<file path="config.mk">
export PLATFORM = sky130hd
export DESIGN_NAME = keypad_scanner_flat
export DESIGN_NICKNAME = d
export VERILOG_FILES = /design/src/rtl/keypad_pkg.sv /design/src/rtl/keypad_scanner_if.sv /design/src/rtl/keypad_col_scan.sv /design/src/rtl/keypad_scanner.sv /design/src/flat_wrapper.sv
export SDC_FILE = /design/constraint.sdc
export NUM_CORES = 1
export LEC_CHECK = 0
export BUFFER_PORTS_ARGS = -buffer_cell sky130_fd_sc_hd__buf_2
export CELL_PAD_IN_SITES_DETAIL_PLACEMENT = 1
export CELL_PAD_IN_SITES_GLOBAL_PLACEMENT = 2
export CORE_UTILIZATION = 33
export DETAILED_ROUTE_END_ITERATION = 6
export GPL_TIMING_DRIVEN = 0
export MAX_ROUTING_LAYER = met4
export PLACE_DENSITY_LB_ADDON = 0.1
export SKIP_LAST_GASP = 1
export SLEW_MARGIN = 20
export SYNTH_ARGS = -nofsm -noshare
export SYNTH_HDL_FRONTEND = slang
export SYNTH_SLANG_ARGS = --single-unit
</file>
<file path="constraint.sdc">
create_clock -name clk -period 6.3 [get_ports clk]
set_input_delay 0 -clock clk [delete_from_list [all_inputs] [get_ports clk]]
set_output_delay 0 -clock clk [all_outputs]
set_load 0.1 [all_outputs]
</file>
<file path="src/rtl/keypad_pkg.sv">
// Shared types and constants for the 4x4 matrix keypad scanner.
package keypad_pkg;

    localparam int NUM_ROWS = 4;
    localparam int NUM_COLS = 4;
    localparam int NUM_KEYS = NUM_ROWS * NUM_COLS;
    localparam int CODE_W   = 4;
    localparam int CNT_W    = 4;   // holds debounce counts up to 15

    // Result of one full scan of the matrix.
    typedef enum logic [1:0] {
        CLS_NONE   = 2'd0,
        CLS_SINGLE = 2'd1,
        CLS_MULTI  = 2'd2
    } key_class_t;

    // Report FSM: ARMED waits for a stable press, HELD waits for a stable release.
    typedef enum logic {
        ST_ARMED = 1'b0,
        ST_HELD  = 1'b1
    } state_t;

    // Number of closed keys in a snapshot.
    function automatic logic [4:0] popcount16(input logic [NUM_KEYS-1:0] v);
        logic [4:0] n;
        n = '0;
        for (int i = 0; i < NUM_KEYS; i++) begin
            n = n + 5'(v[i]);
        end
        return n;
    endfunction

    // Index of the lowest closed key; only meaningful when exactly one is set.
    function automatic logic [CODE_W-1:0] lowest_set(input logic [NUM_KEYS-1:0] v);
        logic [CODE_W-1:0] idx;
        idx = '0;
        for (int i = NUM_KEYS - 1; i >= 0; i--) begin
            if (v[i]) begin
                idx = CODE_W'(i);
            end
        end
        return idx;
    endfunction

endpackage

</file>
<file path="src/rtl/keypad_scanner_if.sv">
// Pin-side and report-side signals of the keypad scanner.
// Handshake: key_valid is a one-cycle strobe with no ready; key_code is
// valid in the strobe cycle and holds until the next strobe. The consumer
// must sample key_code whenever key_valid is high; there is no back-pressure.
interface keypad_scanner_if import keypad_pkg::*; ();

    logic [NUM_ROWS-1:0] row_in;     // active-low rows from the pads
    logic [NUM_COLS-1:0] col_out;    // active-low column drive
    logic [CODE_W-1:0]   key_code;   // row*4 + col of last accepted key
    logic                key_valid;  // one-cycle strobe on accept
    logic                key_held;   // accepted key not yet released

    // master: the scanner itself
    modport master (
        input  row_in,
        output col_out,
        output key_code,
        output key_valid,
        output key_held
    );

    // slave: board pins plus the consumer of key reports
    modport slave (
        output row_in,
        input  col_out,
        input  key_code,
        input  key_valid,
        input  key_held
    );

endinterface

</file>
<file path="src/rtl/keypad_col_scan.sv">
// Column sequencer: dwells SCAN_DIV cycles on each column, drives it low,
// and flags the last dwell cycle (row sample point) and the end of a scan.
module keypad_col_scan import keypad_pkg::*; #(
    parameter int SCAN_DIV = 1
) (
    input  logic                clk,
    input  logic                rst_n,
    output logic [1:0]          col_idx_o,
    output logic [NUM_COLS-1:0] col_out_o,
    output logic                sample_o,
    output logic                scan_end_o
);

    localparam int DW = (SCAN_DIV > 1) ? $clog2(SCAN_DIV) : 1;

    logic [DW-1:0]       dwell_q, dwell_d;
    logic [1:0]          col_q, col_d;
    logic [NUM_COLS-1:0] col_out_q, col_out_d;
    logic                sample;

    // Rows have settled by the last dwell cycle of the driven column.
    assign sample = (dwell_q == DW'(SCAN_DIV - 1));

    // Next dwell/column; the 2-bit column index wraps mod 4 by design.
    always_comb begin
        dwell_d   = dwell_q + DW'(1);
        col_d     = col_q;
        if (sample) begin
            dwell_d = '0;
            col_d   = col_q + 2'd1;
        end
        col_out_d = ~(4'b0001 << col_d);
    end

    // Counter and column-drive registers.
    always_ff @(posedge clk) begin
        if (!rst_n) begin
            dwell_q   <= '0;
            col_q     <= '0;
            col_out_q <= 4'b1110;
        end else begin
            dwell_q   <= dwell_d;
            col_q     <= col_d;
            col_out_q <= col_out_d;
        end
    end

    assign col_idx_o  = col_q;
    assign col_out_o  = col_out_q;
    assign sample_o   = sample;
    assign scan_end_o = sample && (col_q == 2'd3);

endmodule

</file>
<file path="src/rtl/keypad_scanner.sv">
// 4x4 keypad scanner: builds a per-scan snapshot of closed keys, classifies
// it, debounces across whole scans and reports each press exactly once.
module keypad_scanner import keypad_pkg::*; #(
    parameter int SCAN_DIV       = 1,
    parameter int DEBOUNCE_SCANS = 4
) (
    input  logic              clk,
    input  logic              rst_n,
    keypad_scanner_if.master  kp,
    output state_t            dbg_state_o
);

    logic [1:0]          col_idx;
    logic                sample;
    logic                scan_end;

    logic [NUM_KEYS-1:0] snap_q, snap_d, snap_now;
    logic [4:0]          pop_now;
    key_class_t          cls_now;
    logic [CODE_W-1:0]   code_now;

    key_class_t          prev_cls_q, prev_cls_d;
    logic [CODE_W-1:0]   prev_code_q, prev_code_d;
    logic [CNT_W-1:0]    stable_cnt_q, stable_cnt_d;

    state_t              state_q, state_d;
    logic [CODE_W-1:0]   key_code_q, key_code_d;
    logic                key_valid_q, key_valid_d;
    logic                key_held_q, key_held_d;

    keypad_col_scan #(
        .SCAN_DIV (SCAN_DIV)
    ) u_col_scan (
        .clk        (clk),
        .rst_n      (rst_n),
        .col_idx_o  (col_idx),
        .col_out_o  (kp.col_out),
        .sample_o   (sample),
        .scan_end_o (scan_end)
    );

    // Snapshot including the column being sampled this cycle; cleared after scan end.
    always_comb begin
        snap_now = snap_q;
        if (sample) begin
            for (int r = 0; r < NUM_ROWS; r++) begin
                snap_now[r * NUM_COLS + int'(col_idx)] = ~kp.row_in[r];
            end
        end
        snap_d = scan_end ? '0 : snap_now;
    end

    // Classify the completed snapshot; only consumed on scan_end.
    always_comb begin
        pop_now  = popcount16(snap_now);
        cls_now  = CLS_NONE;
        code_now = '0;
        if (pop_now == 5'd1) begin
            cls_now  = CLS_SINGLE;
            code_now = lowest_set(snap_now);
        end else if (pop_now > 5'd1) begin
            cls_now  = CLS_MULTI;
        end
    end

    // Debounce: count consecutive scans with identical class and code.
    always_comb begin
        prev_cls_d   = prev_cls_q;
        prev_code_d  = prev_code_q;
        stable_cnt_d = stable_cnt_q;
        if (scan_end) begin
            prev_cls_d  = cls_now;
            prev_code_d = code_now;
            if ((cls_now == prev_cls_q) && (code_now == prev_code_q)) begin
                if (stable_cnt_q != CNT_W'(DEBOUNCE_SCANS)) begin
                    stable_cnt_d = stable_cnt_q + CNT_W'(1);
                end
            end else begin
                stable_cnt_d = CNT_W'(1);
            end
        end
    end

    // Report FSM next state and outputs; acts only at scan end.
    always_comb begin
        state_d     = state_q;
        key_code_d  = key_code_q;
        key_valid_d = 1'b0;
        key_held_d  = key_held_q;
        if (scan_end) begin
            case (state_q)
                ST_ARMED: begin
                    if ((cls_now == CLS_SINGLE) &&
                        (stable_cnt_d == CNT_W'(DEBOUNCE_SCANS))) begin
                        key_code_d  = code_now;
                        key_valid_d = 1'b1;
                        key_held_d  = 1'b1;
                        state_d     = ST_HELD;
                    end
                end
                ST_HELD: begin
                    if ((cls_now == CLS_NONE) &&
                        (stable_cnt_d == CNT_W'(DEBOUNCE_SCANS))) begin
                        key_held_d = 1'b0;
                        state_d    = ST_ARMED;
                    end
                end
                default: begin
                    state_d = ST_ARMED;
                end
            endcase
        end
    end

    // State, debounce and output registers.
    always_ff @(posedge clk) begin
        if (!rst_n) begin
            snap_q       <= '0;
            prev_cls_q   <= CLS_NONE;
            prev_code_q  <= '0;
            stable_cnt_q <= '0;
            state_q      <= ST_ARMED;
            key_code_q   <= '0;
            key_valid_q  <= 1'b0;
            key_held_q   <= 1'b0;
        end else begin
            snap_q       <= snap_d;
            prev_cls_q   <= prev_cls_d;
            prev_code_q  <= prev_code_d;
            stable_cnt_q <= stable_cnt_d;
            state_q      <= state_d;
            key_code_q   <= key_code_d;
            key_valid_q  <= key_valid_d;
            key_held_q   <= key_held_d;
        end
    end

    assign kp.key_code  = key_code_q;
    assign kp.key_valid = key_valid_q;
    assign kp.key_held  = key_held_q;
    assign dbg_state_o  = state_q;

endmodule

</file>
<file path="src/flat_wrapper.sv">
// flat-port wrapper written by rule: the top's interface ports become plain ports
module keypad_scanner_flat import keypad_pkg::*;
#(
    parameter int SCAN_DIV       = 1,
    parameter int DEBOUNCE_SCANS = 4
)
  (clk, rst_n, dbg_state_o, kp_row_in, kp_col_out, kp_key_code, kp_key_valid, kp_key_held);
  keypad_scanner_if kp_i ();
  input  logic clk;
  input  logic rst_n;
  output state_t dbg_state_o;
  input wire logic [$bits(kp_i.row_in)-1:0] kp_row_in;
  output wire logic [$bits(kp_i.col_out)-1:0] kp_col_out;
  output wire logic [$bits(kp_i.key_code)-1:0] kp_key_code;
  output wire logic [$bits(kp_i.key_valid)-1:0] kp_key_valid;
  output wire logic [$bits(kp_i.key_held)-1:0] kp_key_held;
  assign kp_i.row_in = kp_row_in;
  assign kp_col_out = kp_i.col_out;
  assign kp_key_code = kp_i.key_code;
  assign kp_key_valid = kp_i.key_valid;
  assign kp_key_held = kp_i.key_held;
  keypad_scanner #(.SCAN_DIV(SCAN_DIV), .DEBOUNCE_SCANS(DEBOUNCE_SCANS)) u_core (.clk(clk), .rst_n(rst_n), .kp(kp_i), .dbg_state_o(dbg_state_o));
endmodule
</file>
==> results.md, run 1 <==
- Outcome: finished, final reports clean
- Max-slew headroom: 0.536
- Static Leak: 0.00134 uW
- Most common cell after layout, fill and taps aside: dfxtp_1
- Post-synthesis cell type count: 57
- GRT Overall Usage: 0.224
- Setup TNS: 0 ps
- Placed Cells: 454
- Drt first pass iters: 4
- Synth Register Bits: 40
- Worst path depth: 25
- Drt via density: 5.35
- Iteration-0 DRC Markers: 94
- CTS Buf Count: 5
- CP max stage cell: fa_1
- Worst Reg-to-Reg Cells: 25
- Routed vias: 2577
- Post-Syn Area: 2730 um^2
- Chip width: 93 um
- Least-Margin Pin Slew: 694 ps
- Max clock buf depth: 2
- FFs w/ async S/R, synth: 0
- Synth Instances: 337
- Clk Latency, worst-skew pair: 300 ps
- Tcrit/Tclk final: 0.985
- Yosys warns: 0
- GR Overflow Total: 0
- Worst min path class: in -> reg
- Util after Layout: 0.425
- Non-Filler Instances: 482
- Gpl congestion: 0.804
- Max Fclk: 161 MHz
- Crit path time final: 6210 ps
- Hold Buf Count CTS: 0
- Register area: 808 um^2
- # setup viols final: 0
- Routed wire per std cell: 17.8 um
- Clock transition at the registers of the reported paths: 90 ps
- Min-Delay Path Depth: 3
- DRC: 0
- Post-Route WL: 8590 um
- Initial antenna violation count: 0
- Main flop type after synthesis: dfxtp_1
- Crit Path Category: reg -> reg
- Initial Utilization: 0.346
- Area taken by multi-input logic gates: 1890 um^2
- Required time worst endpoint: 6530 ps
- Post-synth EDFFs: 0
- Share of layout cells above drive strength 1: 0.239
- First-pass GRT wire length: 14500 um
- Max H-tree Level: 2
- Clk sinks: 40
- Seq/Total Area, Yosys: 0.293
- Row count: 32
- Peak supply drop: 132 uV
- Core area: 7890 um^2
- # fillers: 939
- Number of global-route vias before repair: 2689
- Syn Area/Cell: 8.11 um^2
- P&R area growth vs syn: 22.8%
- Buffers on Ports: 15
- CP peak stage delay: 530 ps
- Count of final hold-check violations: 0
- Worst Path Arrival: 6440 ps
- Die footprint: 8650 um^2
- I/O pins: 17
- Startpoint type of the worst setup path: flop
- Cell family with most CP delay: adder cells
- Die H: 93 um
- ANT cells: 0
- Final Power: 1010 uW
- Post-DP HPWL: 6370 um
- RSZ-0062 raised after global routing: yes
- Root Buffer: clkbuf_8
- Largest net degree at the start of global routing: 13
- Power density over the cells: 300 nW/um^2
- Clock skew: 10.9 ps
- Final slew viol count: 0
- WP buf/inv: 7
- Max Cap Violations: 0
- CP dominant cell by count: fa_1
- Worst Path Max Fanout: 7
- ANT nets after route: 0
- Area post-placement: 2970 um^2
- Finished layout cell area: 3350 um^2
- Critical path capture point type: flop
- Syn nets: 364
- CTS tree: yes
- Most frequent cells in the layout: 38 x dfxtp_1, 37 x nand2_1, 36 x nor2_1, 28 x a21oi_1
- Fin nets: 407
-- cell type report --
cell class	instances	share of cell area
Tap cell	102	0.0380
Multi-Input combinational cell	254	0.564
Sequential cell	40	0.241
Clock inverter	2	0.00373
Inverter	29	0.0339
Buffer	12	0.0209
Clock buffer	5	0.0205
Timing Repair Buffer	38	0.0776
-- power breakdown --
| part | total, uW | switching, uW | internal [uW] |
|---|---|---|---|
| clock | 175 | 100 | 75.3 |
| combinational | 561 | 304 | 257 |
| sequential | 269 | 7.84 | 261 |
| total | 1010 | 412 | 594 |
-- registers in the layout, summed over array words and instances (netlist names) --
name and count:
u_core.dbg_state_o 1, u_core.kp.key_code 4, u_core.kp.key_held 1, u_core.kp.key_valid 1, u_core.prev_cls_q 2, u_core.prev_code_q 4, u_core.snap_q 16, u_core.stable_cnt_q 4
u_core.u_col_scan.col_idx_o 2, u_core.u_col_scan.col_out_o 4, u_core.u_col_scan.dwell_q 1
-- Yosys cell counts, types with 5 or more instances --
cell type	n	area, um^2
nor2_1	37	139
nor3_1	8	40.0
mux2i_1	6	60.1
ha_1	11	138
inv_1	29	109
and3_1	5	31.3
a21oi_1	28	140
dfxtp_1	40	801
fa_1	10	200
nand2_1	37	139
clkbuf_1	11	41.3
nand4_1	6	37.5
o32ai_1	7	61.3
nand2b_1	14	87.6
nor2b_1	12	75.1
o21ai_0	6	30.0
-- worst paths after layout --
path,startpoint,endpoint,slack (ps)
hold / removal,rst_n,u_core.kp.key_held,130
setup / recovery,u_core.u_col_scan.col_idx_o[1],u_core.kp.key_code[3],90
setup reg to reg,u_core.u_col_scan.col_idx_o[1],u_core.kp.key_code[3],90
hold reg to reg,u_core.kp.key_code[2],u_core.kp.key_code[2],460
-- logic make-up (layout without fill, tap and decap cells) --
family	after synthesis	count (layout)	share of synthesized area
AND/OR/NAND/NOR	146	146	0.284
AO/OA/AOI/OAI	78	78	0.206
buffers and inverters	43	86	0.0636
multiplexers	6	6	0.0220
other	1	1	0.00137
flip-flops	40	40	0.293
XOR/XNOR	2	2	0.00641
adder cells (fa/ha/maj)	21	21	0.124
-- worst register-to-register path, delay by kind of cell (launching register included) --
kind	cells	cell delay, ps
adder cells (fa/ha/maj)	8	3240
AND/OR/NAND/NOR	7	1310
flip-flops	1	380
buffers and inverters	7	510
multiplexers	1	220
AO/OA/AOI/OAI	2	490
-- layer usage --
metal | up-vias | track usage | share of wire
li1 | 1272 | - | -
met2 | 38 | 0.373 | 0.48
met1 | 1259 | 0.297 | 0.49
met5 | - | - | 0
met3 | 8 | 0.0244 | 0.027
met4 | 0 | 0.0423 | 0.0073
-- repair_timing --
| item | CTS | global route |
|---|---|---|
| endpoints found under the setup margin | 12 | 11 |
| pin swaps | 12 | 9 |
| gates resized for setup | 23 | 17 |
| setup buffers | 14 | 9 |
-- stage by stage --
step / hold WS (ps) / setup slack, ps
floorplan: 235 / 6.24
global placement: 430 / -939
detailed placement: 429 / -976
CTS: 113 / 1.94
global route: 172 / -137
finish: 126 / 93.3
(Power assumes the default switching activity.)
==> inputs of run 2 (changes only) <==
- ABC_AREA: unset -> 1
- CORE_UTILIZATION: 33 -> 31
==> results.md, run 2 <==
- Main flop type after synthesis: dfxtp_1
- First-pass GRT wire length: 10100 um
- Tcrit/Tclk final: 1.01
- Drt first pass iters: 4
- Clk sinks: 40
- Max-slew headroom: 0.623
- Worst reg2reg path endpoint: u_core.kp.key_code[3]
- Post-Route WL: 6000 um
- Top post-synthesis cells by area: dfxtp_1 34%, nand2_1 13%, inv_1 11%
- Worst Reg-to-Reg Cells: 36
- Synth Instances: 326
- ANT nets after route: 0
- Root Buffer: clkbuf_8
- Routed wire per std cell: 12.8 um
- P&R area growth vs syn: 27.1%
- Worst R2R Setup Slack: -60 ps
- Post-synthesis cell type count: 36
- Yosys warns: 0
- Static Leak: 0.00149 uW
- Yosys top cell by area: dfxtp_1
- DRC: 0
- Number of global-route vias before repair: 2113
- Met2 WL post-DR: 2910 um
- FFs w/ async S/R, synth: 0
- Post-DP HPWL: 4510 um
- Required time worst endpoint: 6540 ps
- CTS tree: yes
- Clock share of power: 0.149
- GR Overflow Total: 0
- Crit Path Category: reg -> reg
- Place WS: -796 ps
- Drt via density: 4.42
- Placed Cells: 440
- Iteration-0 DRC Markers: 39
- RSZ-0062 raised after global routing: yes
- Hold Startpoint: rst_n
- Top reg by flops: u_core.snap_q
- Max clock buf depth: 2
- Least-Margin Pin Slew: 561 ps
- Post-Syn Area: 2340 um^2
- Met3 routed WL: 108 um
- Syn Area/Cell: 7.17 um^2
- # fillers: 946
- Die footprint: 7900 um^2
- Fin nets: 398
- Core area: 7250 um^2
- Cell Int Power: 646 uW
- I/O pins: 17
- Post-synth top cells: 81 x nand2_1, 67 x inv_1, 40 x dfxtp_1
- Switching Fraction: 0.427
- Most common cell in the synthesized netlist: nand2_1
- Max Cap Violations: 0
- Launch point of the worst reg-to-reg path: u_core.u_col_scan.col_idx_o[0]
- Routed length on met1: 2940 um
- Sw power: 480 uW
- Combinational Power Share: 0.611
- Outcome: complete, but fails checks
- Clk Latency, worst-skew pair: 290 ps
- Most common cell after layout, fill and taps aside: nand2_1
- Post-synth EDFFs: 0
- # setup viols final: 6
- Synth top area share: 0.342
- Hold Buf Count CTS: 0
- Synth Register Bits: 40
- Chip width: 88.9 um
- Failing checks: setup timing
- Final slew viol count: 0
- Worst Path Arrival: 6600 ps
- Initial antenna violation count: 0
- Buffers on Ports: 15
- Worst Path Max Fanout: 6
- CTS Buf Count: 5
- Critical path capture point type: flop
- Syn nets: 353
- Largest net degree at the start of global routing: 13
- CP peak stage delay: 510 ps
- Power density over the cells: 379 nW/um^2
- Initial Utilization: 0.322
- Min-Delay Path Depth: 3
- CP dominant cell by count: inv_2
- Routed vias: 2077
- Largest register FFs: 16
- GRT Overall Usage: 0.175
- Area taken by multi-input logic gates: 1410 um^2
- Count of final hold-check violations: 0
- Peak supply drop: 125 uV
- Hold Path End: u_core.kp.key_code[3]
- CP max stage cell: fa_1
- Seq/Total Area, Yosys: 0.342
- Non-Filler Instances: 470
- Most frequent cells in the layout: 73 x nand2_1, 59 x inv_1, 37 x dfxtp_1, 36 x nor2_1, 24 x buf_4
- Max H-tree Level: 2
- Die H: 88.9 um
- Row count: 31
- Share of layout cells above drive strength 1: 0.283
- Worst min path class: in -> reg
- Seq pwr share: 0.239
- ANT cells: 0
- Crit path time final: 6360 ps
- Startpoint type of the worst setup path: flop
- Register area: 810 um^2
- Max layer used: met4
- Worst Slack Setup Final: -58.8 ps
- Setup TNS: -226 ps
- Max Fclk: 157 MHz
- Gpl congestion: 0.757
- Clock skew: 12.4 ps
- Clock transition at the registers of the reported paths: 90 ps
run 2: final cells by class:
class                      instances  share of cell area
sequential                        40               0.272
multi-input combinational        208               0.473
clock inverter                     2             0.00421
inverter                          74              0.0951
buffer                             4             0.00673
clock buffer                       5              0.0231
tap                               99              0.0417
timing repair buffer              38              0.0833
run 2: kinds of logic (layout without fill, tap and decap cells):
kind of cell	count (synthesis)	in the layout	synth area share
simple gates	150	150	0.284
buf+inv	78	123	0.127
compound gates	32	32	0.0856
other cells	1	1	0.00160
xor+xnor	4	4	0.0150
flops	40	40	0.342
fa+ha+maj	21	21	0.144
run 2: repair_timing:
item / in CTS / in global routing
gates resized for setup: 42 / 7
pin swaps: 29 / 13
setup endpoints to repair: 11 / 10
setup buffers: 17 / 6
run 2: critical path, delay by kind of cell (launching register included):
family | cells | cell delay, ps
AO/OA/AOI/OAI | 1 | 60
adder cells (fa/ha/maj) | 8 | 3190
buffers and inverters | 8 | 480
flip-flops | 1 | 400
AND/OR/NAND/NOR | 19 | 2160
run 2: worst max-delay path by stage:
stage / start / end / cells after the start
2_1_floorplan: u_core.u_col_scan.col_idx_o[0] / u_core.kp.key_code[3] / 34
3_3_place_gp: u_core.u_col_scan.col_idx_o[1] / u_core.kp.key_code[3] / 35
3_5_place_dp: u_core.u_col_scan.col_idx_o[1] / u_core.kp.key_code[0] / 35
4_1_cts: u_core.u_col_scan.col_idx_o[0] / u_core.kp.key_code[0] / 36
5_1_grt: u_core.u_col_scan.col_idx_o[0] / u_core.kp.key_code[3] / 36
6_report: u_core.u_col_scan.col_idx_o[0] / u_core.kp.key_code[3] / 36
run 2: power by group through the flow:
stage / logic (uW) / clock network, uW / registers, uW
6_report: 689 / 168 / 270
5_1_grt: 761 / 185 / 271
4_1_cts: 629 / 176 / 270
3_5_place_dp: 421 / 0 / 275
3_3_place_gp: 412 / 0 / 274
2_1_floorplan: 301 / 0 / 290
run 2: metrics by stage:
stage	total power (uW)	area, um^2	hold slack [ps]	util
after floorplan	592	2350	255	-
after global placement	686	2550	342	0.351
after detailed placement	696	2550	347	0.351
after CTS	1070	2910	24.8	0.401
after global routing	1220	2970	26.4	0.410
final	1130	2970	28.1	0.410
run 2: layer usage:
layer  vias up  GRT usage
li1       1070          -
met1       985      0.227
met2        17      0.287
met3         5     0.0280
met4         0     0.0367
met5         -          -
